--- config.mk ---
export PLATFORM = sky130hd
export DESIGN_NAME = io_toggle_master_flat
export DESIGN_NICKNAME = d
export VERILOG_FILES = /design/src/rtl/io_toggle_master_if.sv /design/src/rtl/io_toggle_master.sv /design/src/flat_wrapper.sv
export SDC_FILE = /design/constraint.sdc
export NUM_CORES = 1
export LEC_CHECK = 0
export CAP_MARGIN = 40
export CORE_ASPECT_RATIO = 0.75
export CORE_MARGIN = 2
export CORE_UTILIZATION = 40
export CTS_CLUSTER_SIZE = 28
export DETAILED_ROUTE_END_ITERATION = 8
export PLACE_DENSITY = 0.67
export RECOVER_POWER = 25
export SYNTH_ARGS = -nofsm -noshare
export SYNTH_HDL_FRONTEND = slang
export SYNTH_SLANG_ARGS = --single-unit
--- constraint.sdc ---
create_clock -name clk -period 1.8 [get_ports clk]
set_clock_uncertainty 0.05 [all_clocks]
set_input_delay 0.27 -clock clk [delete_from_list [all_inputs] [get_ports clk]]
set_output_delay 0.27 -clock clk [all_outputs]
set_load 0.05 [all_outputs]
--- src/rtl/io_toggle_master_if.sv ---
// Peripheral-side toggle-handshake bus for io_toggle_master.
// The master drives the address, the write byte and both request toggles.
// The peripheral returns the read byte and both acknowledge toggles.
interface io_toggle_master_if;
  logic [11:0] port;
  logic [7:0]  dout;
  logic [7:0]  din;
  logic        iord_req;
  logic        iord_ack;
  logic        iowr_req;
  logic        iowr_ack;

  modport master (
    output port, dout, iord_req, iowr_req,
    input  din, iord_ack, iowr_ack
  );

  modport slave (
    input  port, dout, iord_req, iowr_req,
    output din, iord_ack, iowr_ack
  );
endinterface

--- src/rtl/io_toggle_master.sv ---
// CPU-side initiator for the toggle-handshake peripheral I/O bus.
// Turns one CPU I/O request (byte or word, read or write) into one or two byte cycles.
// Optional feature: define IO_TIMEOUT_EN to enable the ack watchdog (TIMEOUT_CYCLES).
// Without it, byte cycles wait indefinitely and timed_out stays 0.
module io_toggle_master #(
  parameter int unsigned TIMEOUT_CYCLES = 255
) (
  input  logic        clk,
  input  logic        reset_n,
  input  logic        req,
  input  logic        req_wr,
  input  logic        req_word,
  input  logic [11:0] req_port,
  input  logic [15:0] req_wdata,
  output logic        busy,
  output logic        done,
  output logic [15:0] rdata,
  output logic        timed_out,
  io_toggle_master_if.master bus
);

  typedef enum logic [2:0] {StSync, StIdle, StIssue, StWait, StFin} state_e;

  state_e      state_q;
  logic [11:0] port_q;
  logic [7:0]  dout_q;
  logic        iord_req_q;
  logic        iowr_req_q;
  logic        wr_q;
  logic        word_q;
  logic        idx_q;
  logic [11:0] base_q;
  logic [7:0]  whi_q;

  logic        pending;
  logic        expired;
  logic [7:0]  rd_byte;

  assign bus.port     = port_q;
  assign bus.dout     = dout_q;
  assign bus.iord_req = iord_req_q;
  assign bus.iowr_req = iowr_req_q;

  // Same clock domain as the peripherals, so the ack levels are compared directly.
  assign pending = (iord_req_q ^ bus.iord_ack) | (iowr_req_q ^ bus.iowr_ack);

`ifdef IO_TIMEOUT_EN
  logic [15:0] cnt_q;
  assign expired = pending && (cnt_q == 16'(TIMEOUT_CYCLES - 1));
`else
  logic unused_timeout_cfg;
  assign unused_timeout_cfg = (TIMEOUT_CYCLES == 0);
  assign expired = 1'b0;
`endif

  // An aborted read returns all-ones, like a floating data bus.
  assign rd_byte = expired ? 8'hFF : bus.din;

  // Access sequencer: all outputs are registered here.
  always_ff @(posedge clk) begin
    if (!reset_n) begin
      state_q    <= StSync;
      busy       <= 1'b1;
      done       <= 1'b0;
      rdata      <= 16'h0000;
      timed_out  <= 1'b0;
      port_q     <= 12'h000;
      dout_q     <= 8'h00;
      iord_req_q <= 1'b0;
      iowr_req_q <= 1'b0;
      wr_q       <= 1'b0;
      word_q     <= 1'b0;
      idx_q      <= 1'b0;
      base_q     <= 12'h000;
      whi_q      <= 8'h00;
`ifdef IO_TIMEOUT_EN
      cnt_q      <= 16'd0;
`endif
    end else begin
      done <= 1'b0;
      case (state_q)
        StSync: begin
          // Peripherals keep their levels across our reset; adopt them.
          iord_req_q <= bus.iord_ack;
          iowr_req_q <= bus.iowr_ack;
          busy       <= 1'b0;
          state_q    <= StIdle;
        end
        StIdle: begin
          if (req) begin
            wr_q      <= req_wr;
            word_q    <= req_word;
            base_q    <= req_port;
            whi_q     <= req_wdata[15:8];
            idx_q     <= 1'b0;
            timed_out <= 1'b0;
            rdata     <= 16'h0000;
            busy      <= 1'b1;
            // Low byte is issued straight away so its toggle shows the cycle after req.
            port_q    <= req_port;
            dout_q    <= req_wdata[7:0];
            if (req_wr) iowr_req_q <= ~iowr_req_q;
            else        iord_req_q <= ~iord_req_q;
`ifdef IO_TIMEOUT_EN
            cnt_q     <= 16'd0;
`endif
            state_q   <= StWait;
          end
        end
        StIssue: begin
          // High byte of a word access; address wraps within 12 bits.
          port_q <= base_q + 12'd1;
          dout_q <= whi_q;
          if (wr_q) iowr_req_q <= ~iowr_req_q;
          else      iord_req_q <= ~iord_req_q;
`ifdef IO_TIMEOUT_EN
          cnt_q  <= 16'd0;
`endif
          state_q <= StWait;
        end
        StWait: begin
          if (!pending || expired) begin
            if (expired) begin
              // Withdraw the request so a late ack leaves the levels equal.
              iord_req_q <= bus.iord_ack;
              iowr_req_q <= bus.iowr_ack;
              timed_out  <= 1'b1;
            end
            if (!wr_q) begin
              if (idx_q) rdata[15:8] <= rd_byte;
              else       rdata[7:0]  <= rd_byte;
            end
            if (word_q && !idx_q) begin
              idx_q   <= 1'b1;
              state_q <= StIssue;
            end else begin
              done    <= 1'b1;
              busy    <= 1'b0;
              state_q <= StFin;
            end
          end
`ifdef IO_TIMEOUT_EN
          else begin
            cnt_q <= cnt_q + 16'd1;
          end
`endif
        end
        StFin: begin
          state_q <= StIdle;
        end
        default: begin
          state_q <= StSync;
        end
      endcase
    end
  end

endmodule

--- src/flat_wrapper.sv ---
// flat-port wrapper written by rule: the top's interface ports become plain ports
module io_toggle_master_flat 
#(
  parameter int unsigned TIMEOUT_CYCLES = 255
)
  (clk, reset_n, req, req_wr, req_word, req_port, req_wdata, busy, done, rdata, timed_out, bus_port, bus_dout, bus_iord_req, bus_iowr_req, bus_din, bus_iord_ack, bus_iowr_ack);
  io_toggle_master_if bus_i ();
  input  logic clk;
  input  logic reset_n;
  input  logic req;
  input  logic req_wr;
  input  logic req_word;
  input  logic [11:0] req_port;
  input  logic [15:0] req_wdata;
  output logic busy;
  output logic done;
  output logic [15:0] rdata;
  output logic timed_out;
  output wire logic [$bits(bus_i.port)-1:0] bus_port;
  output wire logic [$bits(bus_i.dout)-1:0] bus_dout;
  output wire logic [$bits(bus_i.iord_req)-1:0] bus_iord_req;
  output wire logic [$bits(bus_i.iowr_req)-1:0] bus_iowr_req;
  input wire logic [$bits(bus_i.din)-1:0] bus_din;
  input wire logic [$bits(bus_i.iord_ack)-1:0] bus_iord_ack;
  input wire logic [$bits(bus_i.iowr_ack)-1:0] bus_iowr_ack;
  assign bus_port = bus_i.port;
  assign bus_dout = bus_i.dout;
  assign bus_iord_req = bus_i.iord_req;
  assign bus_iowr_req = bus_i.iowr_req;
  assign bus_i.din = bus_din;
  assign bus_i.iord_ack = bus_iord_ack;
  assign bus_i.iowr_ack = bus_iowr_ack;
  io_toggle_master #(.TIMEOUT_CYCLES(TIMEOUT_CYCLES)) u_core (.clk(clk), .reset_n(reset_n), .req(req), .req_wr(req_wr), .req_word(req_word), .req_port(req_port), .req_wdata(req_wdata), .busy(busy), .done(done), .rdata(rdata), .timed_out(timed_out), .bus(bus_i));
endmodule
After elaboration in Yosys (flattened, before gate mapping)
Index checks and enable logic that the tools add are counted.
{"block": "word_totals", "input_bits": 43, "reg_bits": 66, "out_inout_bits": 41, "word_cells": 86}
{"block": "classes", "eq_ne": 15, "addsub": 1, "n_mux": 31, "n_bitwise": 7, "n_reduce_logical": 18}
{"op": "$mux W16", "n": 3}
{"op": "$pmux W16 S2", "n": 1}
{"op": "$mux W8", "n": 3}
{"op": "$pmux W12 S2", "n": 1}
{"op": "$ne A2 B2 Y1 const B", "n": 8}
{"op": "$pmux W8 S2", "n": 1}
{"op": "$reduce_and A4 Y1", "n": 4}
{"op": "$mux W1", "n": 13}
{"op": "$add A12 B1 Y12 const B", "n": 1}
{"op": "$mux W12", "n": 1}
{"op": "$pmux W3 S4", "n": 1}
{"op": "$reduce_and A5 Y1", "n": 2}
{"op": "$mux W3", "n": 3}
{"op": "$pmux W1 S3", "n": 3}
{"op": "$eq A3 B2 Y1 const B", "n": 2}
{"op": "$ne A2 B1 Y1 const B", "n": 3}
{"op": "$reduce_and A2 Y1", "n": 3}
{"op": "$reduce_bool A3 Y1", "n": 2}
{"op": "$not A1 Y1", "n": 4}
{"op": "$reduce_bool A2 Y1", "n": 2}
{"op": "$eq A3 B1 Y1 const B", "n": 1}
{"op": "$eq A3 B3 Y1 const B", "n": 1}
{"op": "$logic_not A3 Y1", "n": 1}
{"op": "$reduce_or A3 Y1", "n": 1}
{"op": "other kinds (6)", "n": 7}

Logic depth before layout (Yosys ltp)
{"block": "logic_depth", "word_depth": 5, "ltp_mapped": 6, "ltp_nobuf": 5}

Least setup slack after synthesis
OpenSTA, ideal clock, no wires.
{"block": "synth_timing", "path_kind": "register to register", "startpoint": "register u_core.iowr_req_q, in the netlist u_core.bus.iowr_req", "endpoint": "register u_core.rdata[0]", "setup_ns": 0.124, "arrival_time_ns": 1.515, "synth_period_minus_slack_ns": 1.689, "path_stages_with_launch": 6, "path_slack_ns": 0.111, "required_ns": 1.626, "n_path_buf": 1, "path_cell_list": "dfxtp_1 xnor2_1 nand2_1 o21a_1 buf_2 mux2i_1"}
{"block": "synth_via", "elab_chain_len": 4}
{"element": "start, declared", "line_no": "io_toggle_master.sv:28", "source": "logic iowr_req_q;"}
{"element": "start signal, assigned", "line_no": "io_toggle_master.sv:85", "source": "iowr_req_q <= bus.iowr_ack;"}
{"element": "start signal, assigned", "line_no": "io_toggle_master.sv:102", "source": "if (req_wr) iowr_req_q <= ~iowr_req_q;"}
{"element": "start signal, assigned", "line_no": "io_toggle_master.sv:114", "source": "if (wr_q) iowr_req_q <= ~iowr_req_q;"}
{"element": "$xor A1 B1 Y1", "line_no": "io_toggle_master.sv:45", "source": "assign pending = (iord_req_q ^ bus.iord_ack) | (iowr_req_q ^ bus.iowr_ack);"}
{"element": "$or A1 B1 Y1", "line_no": "io_toggle_master.sv:45"}
{"element": "$ne A2 B2 Y1 (no source line)"}
{"element": "$reduce_and A5 Y1 (no source line)"}
{"element": "end signal, assigned", "line_no": "io_toggle_master.sv:131", "source": "else rdata[7:0] <= rd_byte;"}
{"element": "end, declared", "line_no": "io_toggle_master.sv:17", "source": "output logic [15:0] rdata,"}
Every way passes these cells.
A chain may end at the register's enable or synchronous reset.

Worst setup path after layout
{"block": "layout_timing", "startpoint": "register u_core.state_q[0]", "endpoint": "register u_core.port_q[5], in the netlist u_core.bus.port[5]"}
{"block": "layout_via", "elab_chain_len": 3, "word_cells_on_any_way": 6, "classes_between": "eq/ne (3); mux (1); reduce/logical (2)"}
{"element": "start, declared", "line_no": "io_toggle_master.sv:24", "source": "state_e state_q;"}
{"element": "start signal, assigned", "line_no": "io_toggle_master.sv:62", "source": "state_q <= StSync;"}
{"element": "start signal, assigned", "line_no": "io_toggle_master.sv:87", "source": "state_q <= StIdle;"}
{"element": "start signal, assigned", "line_no": "io_toggle_master.sv:107", "source": "state_q <= StWait;"}
{"element": "$eq A3 B1 Y1 / $eq A3 B2 Y1 (equally long branches)", "line_no": "io_toggle_master.sv:81", "source": "case (state_q)"}
{"element": "$ne A2 B2 Y1 (no source line) / $reduce_bool A2 Y1 (equally long branches)"}
{"element": "$reduce_and A2 Y1 (no source line)"}
{"element": "end signal, assigned", "line_no": "io_toggle_master.sv:100", "source": "port_q <= req_port;"}
{"element": "end signal, assigned", "line_no": "io_toggle_master.sv:112", "source": "port_q <= base_q + 12'd1;"}
{"element": "end, declared", "line_no": "io_toggle_master.sv:25", "source": "logic [11:0] port_q;"}
Parallel ways exist; a longest one is shown, timed or not.

==> Implementation_results.wiki <==
{| class="wikitable"
! Metric !! Value
|-
| Syn Area/Cell || roughly 8.6 um^2
|-
| Top cell type by total area after synthesis || sky130_fd_sc_hd__dfxtp_1
|-
| Ports || 84
|-
| Final core area utilization || 0.5724
|-
| First-pass GRT wire length || 12350 um
|-
| Crit path required time || 2.01 ns
|-
| Critical path class || reg -> reg
|-
| Fmax || approximately 600 MHz
|-
| Starting density of the core || 0.4207
|-
| Clk Tree Root Cell || sky130_fd_sc_hd__clkbuf_8
|-
| Final antenna diode count || 0
|-
| Kind of start point of the critical path || flop
|-
| Worst setup path endpoint || u_core.bus.port[5]$_SDFFE_PN0P_
|-
| Number of global-route vias before repair || roughly 2.6k
|-
| Setup Fix Bufs, Post-CTS || 0
|-
| Result of the run || complete, no violations
|-
| Drt total wl || 7423 um
|-
| CTS max path bufs || 2
|-
| Beginning of the critical path || u_core.state_q[0]$_SDFFE_PN0P_
|-
| Leakage dissipation || 1.538 nW
|-
| Setup repair after global routing missed its margin || false
|-
| Total number of yosys warnings || 0
|-
| Multi-input combinational cell area || 1458 um^2
|-
| Crit path DAT || 1.90 ns
|-
| Most frequently used cell type in the post-synthesis netlist || sky130_fd_sc_hd__nand2_1
|-
| Area of placed instances || 3881 um^2
|-
| CORE AREA || slightly below 7000 um^2
|-
| Height of the die || 78.11 um
|-
| Time the worst path needs with I/O delays and setup || roughly 1.7 ns
|-
| Hold bufs inserted after CTS || 0
|-
| TritonCTS clock tree || done
|-
| Internal reg-to-reg setup slack || 0.12 ns
|-
| Post-detail-place hpwl || 5159 um
|-
| Number of cells upsized or downsized after cts || 14
|-
| Final Slew Violations || 0
|-
| Cell area after synthesis || 2929 um^2
|-
| Antenna Violating Nets Remaining || 0
|-
| Setup-failing EPs final || 0
|-
| Total number of nets in the final design || 474
|-
| Final non-filler cell area || 3985 um^2
|-
| Average detailed-routed wire length per instance || 13.93 um
|-
| Post-synth ARST share || 0
|-
| Count of flip-flops with a built-in enable after synthesis || 0
|-
| Power per cell area || about 910 nW/um^2
|-
| DRC marker count from the first detailed-route iteration || 133
|-
| Reg2Reg Capture Point || u_core.bus.port[5]$_SDFFE_PN0P_
|-
| Final RePlAce weighted congestion || 0.8034
|-
| Full die area || 8030 um^2
|-
| Most common library cells after synthesis || sky130_fd_sc_hd__nand2_1, sky130_fd_sc_hd__dfxtp_1, sky130_fd_sc_hd__a21oi_1, sky130_fd_sc_hd__mux2i_1, sky130_fd_sc_hd__nand3_1
|-
| Class of the tightest hold or removal check || reg -> reg
|-
| H-tree Lvls || 3
|-
| TritonCTS Sinks || 66
|-
| Primary FF master, synth || sky130_fd_sc_hd__dfxtp_1
|-
| DR DRC count || 0
|-
| Dominant cells by area after synthesis || sky130_fd_sc_hd__dfxtp_1, sky130_fd_sc_hd__nand2_1, sky130_fd_sc_hd__mux2i_1
|-
| Count of standard-cell rows || 26
|-
| Endpoint kind of the worst setup timing path || flop
|-
| Worst r2r src || u_core.state_q[0]$_SDFFE_PN0P_
|-
| Share of the cycle needed by the critical path after routing || 0.9349
|-
| Worst rel slew slack || 0.5905
|-
| Post-layout total power || between 3 and 4 mW
|-
| Clock buffer count from CTS || 9
|-
| Clock-pin slew on the worst setup and hold paths || 0.08 ns
|-
| Count of fill cells added during filler insertion || 719
|-
| Count of cell types in the netlist || 53
|-
| GR Overflow Total || 0
|-
| Critical Path Fanout Max || 23
|-
| Largest voltage drop on the vdd net || 0.4487 mV
|-
| Cells after Synth || 339
|-
| Slew of the pin with the lowest slew margin || 0.6169 ns
|-
| Number of port buffers || 82
|-
| Antenna violations before repair || 0
|-
| Synthesis-to-layout area growth || 36.05%
|-
| Flip-flop and latch area || between 1000 and 1500 um^2
|-
| Overall track demand over capacity in global routing || 0.1968
|-
| Iteration count of the initial detailed-routing pass || 4
|-
| Setup TNS || 0 ns
|-
| Layout cells sized above 1 || 0.1149
|-
| Depth of the worst register-to-register path || 5
|-
| Nets in the synthesized netlist || 383
|-
| Post-synth top area share || 0.4511
|-
| Total vias in the final route || 2674
|-
| Maximum number of pins on one net before global-route repair || 45
|-
| Drt via density || 5.017
|-
| Sequential area share after synthesis || 0.4511
|-
| Seq cells post-synth || 66
|-
| Hold violation count in the final report || 0
|-
| Clock latency on the worst-skew pair || 0.34 ns
|-
| Max-cap check violation count || 0
|-
| Die Span X || 102.8 um
|}
[per-layer routing]
| layer | GRT usage | wire, um | share of wire | vias up |
|---|---|---|---|---|
| met5 | 0 | 0 | 0 | - |
| met1 | 0.2748 | 3634 | 0.49 | 1234 |
| met2 | 0.2882 | 3238 | 0.44 | 67 |
| met3 | 0.06233 | 450 | 0.061 | 10 |
| met4 | 0.06316 | 98 | 0.013 | 0 |
| li1 | - | - | - | 1363 |
[through the flow]
stage	setup slack [ns]	instances	hold slack [ns]
floorplan	0.1109	339	0.3560
global placement	-0.07509	517	0.3931
detailed placement	-0.1612	517	0.3998
CTS	0.1113	533	0.4015
global route	0.002813	533	0.4151
finish	0.1171	533	0.4073
[cell usage in the layout (no fill, tap or decap), types with 8 or more instances in the layout]
master	instances
sky130_fd_sc_hd__a21oi_1	27
sky130_fd_sc_hd__a311oi_1	10
sky130_fd_sc_hd__buf_4	19
sky130_fd_sc_hd__clkbuf_1	24
sky130_fd_sc_hd__clkbuf_8	11
sky130_fd_sc_hd__clkdlybuf4s50_1	42
sky130_fd_sc_hd__dfxtp_1	66
sky130_fd_sc_hd__dlygate4sd2_1	14
sky130_fd_sc_hd__mux2i_1	16
sky130_fd_sc_hd__nand2_1	96
sky130_fd_sc_hd__nand3_1	16
sky130_fd_sc_hd__nor2_1	14
sky130_fd_sc_hd__xnor2_1	8
[flip-flops by register name, summed over array words and instances (netlist names), 3 cells and up]
name             count
u_core.bus.port     12
u_core.base_q       12
u_core.rdata        16
u_core.whi_q         8
u_core.bus.dout      8
u_core.state_q       3
[where the power goes]
| part | switching, mW | internal [mW] |
|---|---|---|
| registers | 0.0704 | 1.54 |
| logic | 0.429 | 0.284 |
| clock network | 0.599 | 0.720 |
[cells by family (layout without fill, tap and decap cells)]
logic type,Yosys count,count (layout),synth area share
DFF,66,66,0.4511
adders and majority gates,1,1,0.004271
xor gates and xnor gates,11,11,0.03289
other,1,1,0.001280
buffers and inverters,27,123,0.05083
muxes,16,16,0.05468
and+or+nand+nor,151,151,0.2469
AOI/OAI and AO/OA,66,66,0.1581
[worst min path at each step]
stage	start	to	slack, ns	depth (start not counted)
finish	u_core.whi_q[1]$_SDFFE_PN0P_	u_core.whi_q[1]$_SDFFE_PN0P_	0.41	2
floorplan	req_wdata[8]	u_core.whi_q[0]$_SDFFE_PN0P_	0.36	2
global route	req_word	u_core.word_q$_SDFFE_PN0P_	0.42	3
CTS	req_word	u_core.word_q$_SDFFE_PN0P_	0.40	3
global placement	u_core.whi_q[5]$_SDFFE_PN0P_	u_core.whi_q[5]$_SDFFE_PN0P_	0.39	2
detailed placement	u_core.whi_q[1]$_SDFFE_PN0P_	u_core.whi_q[1]$_SDFFE_PN0P_	0.40	2
[critical path: stages, from the launching register on]
cell                       delay, ns
sky130_fd_sc_hd__dfxtp_1        0.52
sky130_fd_sc_hd__and4bb_1       0.40
sky130_fd_sc_hd__buf_12         0.20
sky130_fd_sc_hd__nand2_1        0.09
sky130_fd_sc_hd__a31o_2         0.20
sky130_fd_sc_hd__a21oi_1        0.14
[layout make-up]
class / count / share of cell area
repair buffers: 103 / 0.2148
inverters: 4 / 0.003768
flip-flops and latches: 66 / 0.3316
well taps: 98 / 0.03077
clock inverters: 5 / 0.01538
multi-input cells: 246 / 0.3658
clock buffers: 11 / 0.03799
Power figures use the tool's default switching activity.
